`config.mk`:
```
export PLATFORM = sky130hd
export DESIGN_NAME = display_scan_scheduler
export DESIGN_NICKNAME = d
export VERILOG_FILES = /design/src/rtl/display_scan_scheduler.sv
export SDC_FILE = /design/constraint.sdc
export NUM_CORES = 1
export LEC_CHECK = 0
export ABC_AREA = 1
export CAP_MARGIN = 20
export CORE_AREA = 4 4 93 95
export CTS_BUF_LIST = sky130_fd_sc_hd__clkbuf_8
export DETAILED_ROUTE_END_ITERATION = 6
export DIE_AREA = 0 0 97 99
export PLACE_DENSITY = 0.87
export REMOVE_ABC_BUFFERS = 1
export SYNTH_ARGS = -nofsm -noshare
export SYNTH_HDL_FRONTEND = slang
export SYNTH_SLANG_ARGS = --single-unit
```
`constraint.sdc`:
```
create_clock -name clk_i -period 3.8 [get_ports clk_i]
set_input_delay 0.76 -clock clk_i [delete_from_list [all_inputs] [get_ports clk_i]]
set_output_delay 0.76 -clock clk_i [all_outputs]
set_load 0.02 [all_outputs]
```
`src/rtl/display_scan_scheduler.sv`:
```
// Time-multiplexed scan driver for a common-anode seven-segment display.
// Each digit gets a lit slot followed by an all-dark guard interval.
module display_scan_scheduler #(
    parameter int CLK_HZ       = 100000000,
    parameter int SCAN_HZ      = 1000,
    parameter int GUARD_CYCLES = 4,
    parameter int BLINK_HZ     = 2,
    parameter int DIGITS       = 8
) (
    input  logic                  clk_i,
    input  logic                  rst_i,
    input  logic                  en_i,
    input  logic [4*DIGITS-1:0]   digit_data_i,
    input  logic [DIGITS-1:0]     digit_en_i,
    input  logic [DIGITS-1:0]     blink_mask_i,
    input  logic [DIGITS-1:0]     dp_i,
    output logic [DIGITS-1:0]     an_o,
    output logic [6:0]            seg_o,
    output logic                  dp_o,
    output logic                  frame_o
);

    localparam int SCAN_DIV  = CLK_HZ / SCAN_HZ;
    localparam int BLINK_DIV = CLK_HZ / (2 * BLINK_HZ);
    localparam int IDX_W     = $clog2(DIGITS);
    localparam int PRE_W     = $clog2(SCAN_DIV);
    localparam int GRD_W     = (GUARD_CYCLES > 1) ? $clog2(GUARD_CYCLES) : 1;
    localparam int BLK_W     = (BLINK_DIV > 1) ? $clog2(BLINK_DIV) : 1;

    typedef enum logic [1:0] {IDLE, SCAN, GUARD} state_t;

    state_t              state_q, state_d;
    logic [IDX_W-1:0]    index_q, index_d;
    logic [PRE_W-1:0]    presc_q, presc_d;
    logic [GRD_W-1:0]    guard_q, guard_d;
    logic [BLK_W-1:0]    blink_cnt_q, blink_cnt_d;
    logic                blink_phase_q, blink_phase_d;
    logic [DIGITS-1:0]   an_q, an_d;
    logic [6:0]          seg_q, seg_d;
    logic                dp_q, dp_d;
    logic                frame_q, frame_d;

    logic [IDX_W-1:0]    next_idx;
    logic [IDX_W-1:0]    slot_idx;
    logic [3:0]          snap_nib;
    logic                snap_blank;

    function automatic logic [6:0] hex_to_seg(input logic [3:0] nib);
        case (nib)
            4'h0:    hex_to_seg = 7'b1000000;
            4'h1:    hex_to_seg = 7'b1111001;
            4'h2:    hex_to_seg = 7'b0100100;
            4'h3:    hex_to_seg = 7'b0110000;
            4'h4:    hex_to_seg = 7'b0011001;
            4'h5:    hex_to_seg = 7'b0010010;
            4'h6:    hex_to_seg = 7'b0000010;
            4'h7:    hex_to_seg = 7'b1111000;
            4'h8:    hex_to_seg = 7'b0000000;
            4'h9:    hex_to_seg = 7'b0010000;
            4'hA:    hex_to_seg = 7'b0001000;
            4'hB:    hex_to_seg = 7'b0000011;
            4'hC:    hex_to_seg = 7'b1000110;
            4'hD:    hex_to_seg = 7'b0100001;
            4'hE:    hex_to_seg = 7'b0000110;
            default: hex_to_seg = 7'b0001110;
        endcase
    endfunction

    // A slot always starts either from IDLE (digit 0) or at the end of a guard (next digit).
    assign next_idx   = (index_q == IDX_W'(DIGITS - 1)) ? '0 : index_q + IDX_W'(1);
    assign slot_idx   = (state_q == GUARD) ? next_idx : '0;
    assign snap_nib   = digit_data_i[{slot_idx, 2'b00} +: 4];
    assign snap_blank = !digit_en_i[slot_idx] | (blink_phase_q & blink_mask_i[slot_idx]);

    always_comb begin
        state_d       = state_q;
        index_d       = index_q;
        presc_d       = presc_q;
        guard_d       = guard_q;
        blink_cnt_d   = blink_cnt_q;
        blink_phase_d = blink_phase_q;
        an_d          = an_q;
        seg_d         = seg_q;
        dp_d          = dp_q;
        frame_d       = 1'b0;

        if (state_q != IDLE) begin
            if (blink_cnt_q == BLK_W'(BLINK_DIV - 1)) begin
                blink_cnt_d   = '0;
                blink_phase_d = !blink_phase_q;
            end else begin
                blink_cnt_d = blink_cnt_q + BLK_W'(1);
            end
        end

        case (state_q)
            IDLE: begin
                if (en_i) begin
                    state_d = SCAN;
                    index_d = '0;
                    presc_d = '0;
                    an_d    = snap_blank ? '1 : ~(DIGITS'(1) << slot_idx);
                    seg_d   = snap_blank ? 7'h7F : hex_to_seg(snap_nib);
                    dp_d    = snap_blank | !dp_i[slot_idx];
                end
            end
            SCAN: begin
                if (presc_q == PRE_W'(SCAN_DIV - 1)) begin
                    state_d = GUARD;
                    presc_d = '0;
                    guard_d = '0;
                    an_d    = '1;
                    seg_d   = 7'h7F;
                    dp_d    = 1'b1;
                    frame_d = (index_q == IDX_W'(DIGITS - 1));
                end else begin
                    presc_d = presc_q + PRE_W'(1);
                end
            end
            GUARD: begin
                if (guard_q == GRD_W'(GUARD_CYCLES - 1)) begin
                    state_d = SCAN;
                    index_d = next_idx;
                    guard_d = '0;
                    an_d    = snap_blank ? '1 : ~(DIGITS'(1) << slot_idx);
                    seg_d   = snap_blank ? 7'h7F : hex_to_seg(snap_nib);
                    dp_d    = snap_blank | !dp_i[slot_idx];
                end else begin
                    guard_d = guard_q + GRD_W'(1);
                end
            end
            default: state_d = IDLE;
        endcase

        // Disable overrides everything, including a frame pulse due this cycle.
        if (!en_i) begin
            state_d       = IDLE;
            index_d       = '0;
            presc_d       = '0;
            guard_d       = '0;
            blink_cnt_d   = '0;
            blink_phase_d = 1'b0;
            an_d          = '1;
            seg_d         = 7'h7F;
            dp_d          = 1'b1;
            frame_d       = 1'b0;
        end
    end

    always_ff @(posedge clk_i or posedge rst_i) begin
        if (rst_i) begin
            state_q       <= IDLE;
            index_q       <= '0;
            presc_q       <= '0;
            guard_q       <= '0;
            blink_cnt_q   <= '0;
            blink_phase_q <= 1'b0;
            an_q          <= '1;
            seg_q         <= 7'h7F;
            dp_q          <= 1'b1;
            frame_q       <= 1'b0;
        end else begin
            state_q       <= state_d;
            index_q       <= index_d;
            presc_q       <= presc_d;
            guard_q       <= guard_d;
            blink_cnt_q   <= blink_cnt_d;
            blink_phase_q <= blink_phase_d;
            an_q          <= an_d;
            seg_q         <= seg_d;
            dp_q          <= dp_d;
            frame_q       <= frame_d;
        end
    end

    assign an_o    = an_q;
    assign seg_o   = seg_q;
    assign dp_o    = dp_q;
    assign frame_o = frame_q;

endmodule
```
After elaboration in Yosys (flattened, before gate mapping)
Memory sizes are Yosys's and may differ from the RTL's.
Index checks and enable logic that the tools add are counted.
{ "totals": {"reg_bits": 67, "rom_bits": 224, "input_bits": 59, "out_inout_bits": 17, "word_cells": 93, "memories": 2} }
{ "memory_table": {"columns": ["name", "words", "width", "read_ports", "rd_ports_with_merged_regs", "wr", "line", "rtl"], "rows": [
  ["(no name shown)", 16, 7, 1, 0, 0, "49", "case (nib)"],
  ["(no name shown)", 16, 7, 1, 0, 0, "49", null]
]} }
{ "classes": {"n_addsub": 4, "n_lt_le_gt_ge": 1, "eq_ne": 14, "shifts": 2, "n_mux": 46, "bitwise_logic": 4, "n_reduce_logical": 10} }
{ "op_table": {"columns": ["op", "count"], "rows": [
  ["25-bit two-way mux", 3],
  ["7-bit two-way mux", 5],
  ["17-bit two-way mux", 2],
  ["17-bit one-hot mux with 2 select lines", 1],
  ["8-bit two-way mux", 4],
  ["32-bit by 6-bit indexed part select with 4-bit output", 1],
  ["25-bit by 1-bit adder with 25-bit output, second input constant", 1],
  ["25-bit equality test, second input constant", 1],
  ["8-bit one-hot mux with 3 select lines", 1],
  ["7-bit one-hot mux with 3 select lines", 1],
  ["17-bit by 1-bit adder with 17-bit output, second input constant", 1],
  ["17-bit equality test, second input constant", 1],
  ["1-bit two-way mux", 12],
  ["2-bit two-way mux", 6],
  ["3-bit two-way mux", 4],
  ["1-bit binary-select mux with 3-bit select", 3],
  ["3-bit by 1-bit != test with 1-bit output, second input constant", 3],
  ["8-bit NOT", 1],
  ["2-bit AND reduction", 4],
  ["1-bit by 3-bit left shift with 8-bit output, first input constant", 1],
  ["2-bit one-hot mux with 3 select lines", 1],
  ["3-bit one-hot mux with 2 select lines", 1],
  ["2-bit equality test, second input constant", 2],
  ["3-bit by 4-bit less-than comparator with 1-bit output, second input constant", 1],
  ["16 further kinds", 20]
]} }

Logic depth before layout (Yosys ltp)
{ "depth": {"ltp_word": 11, "ltp_mapped": 19, "ltp_nobuf": 18} }

Worst setup path after synthesis
Ideal clock, no wire load.
{ "synth_timing": {"path_kind": "flip-flop to flip-flop", "startpoint": "register index_q[0]", "endpoint": "register seg_q[1] (netlist: seg_o[1])", "setup_ns": 0.073, "arrival_time_ns": 2.243, "required_time_ns": 3.727, "slack_ns": 1.484, "path_stages_with_launch": 17, "n_path_buf": 1, "synth_period_minus_slack_ns": 2.316, "cell_sequence": "dfrtp_1 > ha_1 > ha_1 > inv_1 > nand2_1 > nor2_1 > buf_2 > nand2_1 > nand2_1 > nand2_1 > nand3_1 > o21ai_1 > ha_1 > nand3_1 > nor2_1 > nor2_1 > a21oi_1"} }
{ "synth_between": {"elab_chain_len": 11, "elab_cells_between_ends": 19, "cone_classes": "1 x add/sub; 1 x eq/ne; 1 x shift; 11 x mux; 2 x bitwise; 1 x reduce/logical; 2 x memory"} }
{ "synth_rtl": {"columns": ["element", "line", "rtl"], "rows": [
  ["start, declared", "33", "logic [IDX_W-1:0] index_q, index_d;"],
  ["start signal, assigned", "164", "index_q <= index_d;"],
  ["3-bit by 1-bit adder with 3-bit output / 3-bit equality test (equally long branches)", "70", "assign next_idx = (index_q == IDX_W'(DIGITS - 1)) ? '0 : index_q + IDX_W'(1);"],
  ["3-bit two-way mux *", "70", null],
  ["3-bit two-way mux *", "71", "assign slot_idx = (state_q == GUARD) ? next_idx : '0;"],
  ["parallel branches: the longest is 6 deep, another holds memory 16 x 7 bit", null, null],
  ["7-bit one-hot mux with 3 select lines *", "96", "case (state_q)"],
  ["7-bit two-way mux *", "136", "if (!en_i) begin"],
  ["end signal, assigned", "170", "seg_q <= seg_d;"],
  ["end, declared", "39", "logic [6:0] seg_q, seg_d;"]
]} }
Mark *: on every way between the ends. The select of a mux whose other input is x is not followed.
A chain may end at the register's enable or synchronous reset.

Worst setup path after layout
Same ends and word-level chain as after synthesis.

==> results.sh <==
export IMPL_critical_path_class="flop to flop"
export IMPL_hpwl_um=8835
export IMPL_numCtsBuffers=9
export IMPL_finalSetupViolations=0
export IMPL_routed_wl_um=11540
export IMPL_rrSetupSlack_ns=0.88
export IMPL_yosysTopAreaCell="dfrtp_1"
export IMPL_multi_input_area_mm2=0.002452
export IMPL_hold_depth=2
export IMPL_synth_seq_area_share_pct=36.64
export IMPL_outcome="finished clean"
export IMPL_critPathRequiredTime_ns=4.07
export IMPL_die_w_um=97
export IMPL_grt_pass1_vias=4405
export IMPL_min_period_over_period_pct=76.82
export IMPL_skew_ns=0.005590
export IMPL_synth_area_top_cells="dfrtp_1 28%, nand2_1 17%, dfstp_2 9.1%, inv_1 7.1%, nor2_1 5.4%"
export IMPL_pin_count=76
export IMPL_antenna_diode_count=0
export IMPL_internal_power_w=0.001213
export IMPL_clk_pin_slew_worst_paths_ns=0.06
export IMPL_place_area_mm2=0.005426
export IMPL_stdcell_area_mm2=0.005633
export IMPL_p_switching_w=0.0004167
export IMPL_firstDrtPassIters=7
export IMPL_initial_core_util_pct=59.93
export IMPL_yosysWarnings=0
export IMPL_synth_top_area_share_pct=27.56
export IMPL_p_total_w=0.001630
export IMPL_drv_slew=0
export IMPL_fin_util_pct=72.90
export IMPL_clock_path_buffers=2
export IMPL_sequentialPowerShare_pct=47.2
export IMPL_power_density_mw_per_mm2=289.3
export IMPL_fin_crit_ns=2.919
export IMPL_clk_latency_ns=0.34
export IMPL_cts_hold_fix_buffers=0
export IMPL_gp_congestion=0.9116
export IMPL_rows=32
export IMPL_drtAntennaViolNets=0
export IMPL_power_frac_comb_pct=16.1
export IMPL_synth_flop_cell="dfrtp_1"
export IMPL_seq_area_mm2=0.001697
export IMPL_place_ws_ns=0.9380
export IMPL_fillers=630
export IMPL_worstPathMaxFanout=11
export IMPL_core_mm2=0.007727
export IMPL_max_freq_ghz=0.3426
export IMPL_synth_seq_cells=67
export IMPL_syn_inst=666
export IMPL_final_hold_violation_count=0
export IMPL_synth_commonest_cells="208 x nand2_1, 88 x inv_1, 67 x nor2_1, 51 x dfrtp_1, 50 x nand3_1"
export IMPL_grt_overflow=0
export IMPL_drc=0
export IMPL_io_buffers=75
export IMPL_r2r_end="seg_o[1]$_DFFE_PP1P_"
export IMPL_final_nets=813
export IMPL_startpoint_type="flop"
export IMPL_grt_pass1_wl_um=20170
export IMPL_gr_usage_all_layers_pct=24.94
export IMPL_cts_sinks=67
export IMPL_synth_edf_count=0
export IMPL_hp_class="flop to flop"
export IMPL_worst_pin_slew_ns=0.6903
export IMPL_vias=4613
export IMPL_hp_start="index_q[1]$_DFFE_PP0P_"
export IMPL_die_h_um=99
export IMPL_fin_ws_ns=0.8808
export IMPL_end_kind="flop"
export IMPL_post_cts_resized=0
export IMPL_synth_most_common_cell="nand2_1"
export IMPL_netlist_cell_type_count=51
export IMPL_cp_arrival_ns=3.19
export IMPL_max_slew_margin_pct=53.81
export IMPL_cts_tree="done"
export IMPL_cap_violations=0
export IMPL_antenna_found_initial=0
export IMPL_syn_to_final_growth_pct=21.64
export IMPL_synth_area_mm2=0.004631
export IMPL_grt_max_degree=26
export IMPL_vdd_drop_max_mv=0.1751
export IMPL_rsz0062_at_grt="false"
export IMPL_post_cts_setup_buffer_count=0
export IMPL_min_to="index_q[1]$_DFFE_PP0P_"
export IMPL_drtIter0Drc=312
export IMPL_reg2reg_depth=15
export IMPL_avgSynthCellArea_um2=6.953
export IMPL_clock_root_buffer="clkbuf_8"
export IMPL_die_area_mm2=0.009603
export IMPL_vias_per_cell=5.427
export IMPL_clockPowerShare_pct=36.7
export IMPL_leakagePower_nw=2.623
export IMPL_tns_ns=0
export IMPL_routedWlPerCell_um=13.58
export IMPL_worstReg2RegStart="index_q[0]$_DFFE_PP0P_"
export IMPL_switching_share_pct=25.57
export IMPL_h_tree_depth=3
export IMPL_drive_gt1_share_pct=9.759
export IMPL_async_flop_share_pct=100.0
[cell usage in the layout (no fill, tap or decap), types with 4 or more instances in the layout]
cell type	instances
a21oi_1	17
clkbuf_8	12
nor3_1	21
inv_2	5
nand2_1	208
nand4_1	15
nor2_2	4
ha_1	11
nand3_1	50
nand3b_1	5
dfstp_2	16
or2_2	12
o21ai_0	16
nor2_1	67
xor2_1	11
nand2_2	4
nor4_1	8
nor2_4	4
dfrtp_1	51
buf_4	4
clkdlybuf4s50_1	75
inv_1	90
or2_1	4
[sequential cells by signal, summed over array words and instances, names as in the netlist]
signal,cells
state_q,2
guard_q,2
blink_phase_q,1
frame_o,1
presc_q,17
dp_o,1
index_q,3
seg_o,7
blink_cnt_q,25
an_o,8
[through the flow]
stage	hold slack, ns	std cells
floorplan	0.4481	653
global placement	0.4704	834
detailed placement	0.4867	834
CTS	0.5014	850
global route	0.5278	850
finish	0.4910	850
[power groups by stage]
stage | combinational, W | sequential (W) | clock (W)
floorplan | 0.000134 | 0.000785 | 0
detailed placement | 0.000261 | 0.000781 | 0
global route | 0.000291 | 0.000771 | 0.000652
global placement | 0.000255 | 0.000779 | 0
finish | 0.000262 | 0.000769 | 0.000598
CTS | 0.000263 | 0.000768 | 0.000613
[worst max-delay path, cell delays in order (launching register included)]
cell,delay [ns]
dfrtp_1,0.43
ha_1,0.21
ha_1,0.22
inv_1,0.10
nand2_1,0.10
nor2_1,0.54
nand2_1,0.12
nand2_1,0.09
nand2_1,0.07
nand2_1,0.09
o21ai_1,0.14
ha_1,0.34
nand3_1,0.11
nor2_1,0.12
nor2_1,0.06
a21oi_1,0.13
[worst max-delay path by stage]
stage                                 endpoint  slack, ns                   start  depth (start not counted)
after global routing      seg_o[3]$_DFFE_PP1P_       0.64  index_q[0]$_DFFE_PP0P_                         16
after global placement    seg_o[3]$_DFFE_PP1P_       0.99  index_q[0]$_DFFE_PP0P_                         18
after CTS                 seg_o[6]$_DFFE_PP1P_       0.90  index_q[0]$_DFFE_PP0P_                         18
after floorplan           seg_o[1]$_DFFE_PP1P_       1.33  index_q[0]$_DFFE_PP0P_                         15
final                     seg_o[1]$_DFFE_PP1P_       0.88  index_q[0]$_DFFE_PP0P_                         15
after detailed placement  seg_o[6]$_DFFE_PP1P_       0.94  index_q[0]$_DFFE_PP0P_                         18
[layer usage]
metal	wire, um	GRT usage (%)
met5	0	0
met4	104	7.343
met3	846	5.308
met2	5557	42.46
met1	5034	32.05
[cell families (layout without fill, tap and decap cells)]
kind of cell,count (synthesis),in the layout,share of synthesized area (%)
AO/OA/AOI/OAI,49,49,6.134
XOR/XNOR,12,12,2.270
adder cells (fa/ha/maj),11,11,2.972
buffers and inverters,109,191,10.40
flip-flops,67,67,36.64
AND/OR/NAND/NOR,418,418,41.58
[layout make-up]
class / instances / area share (%)
multi-input cells: 490 / 43.54
flip-flops and latches: 67 / 30.12
repair buffers: 79 / 13.86
inverters: 96 / 6.553
clock buffers: 12 / 2.932
well taps: 102 / 2.266
clock inverters: 4 / 0.7330
(Power assumes the default switching activity.)
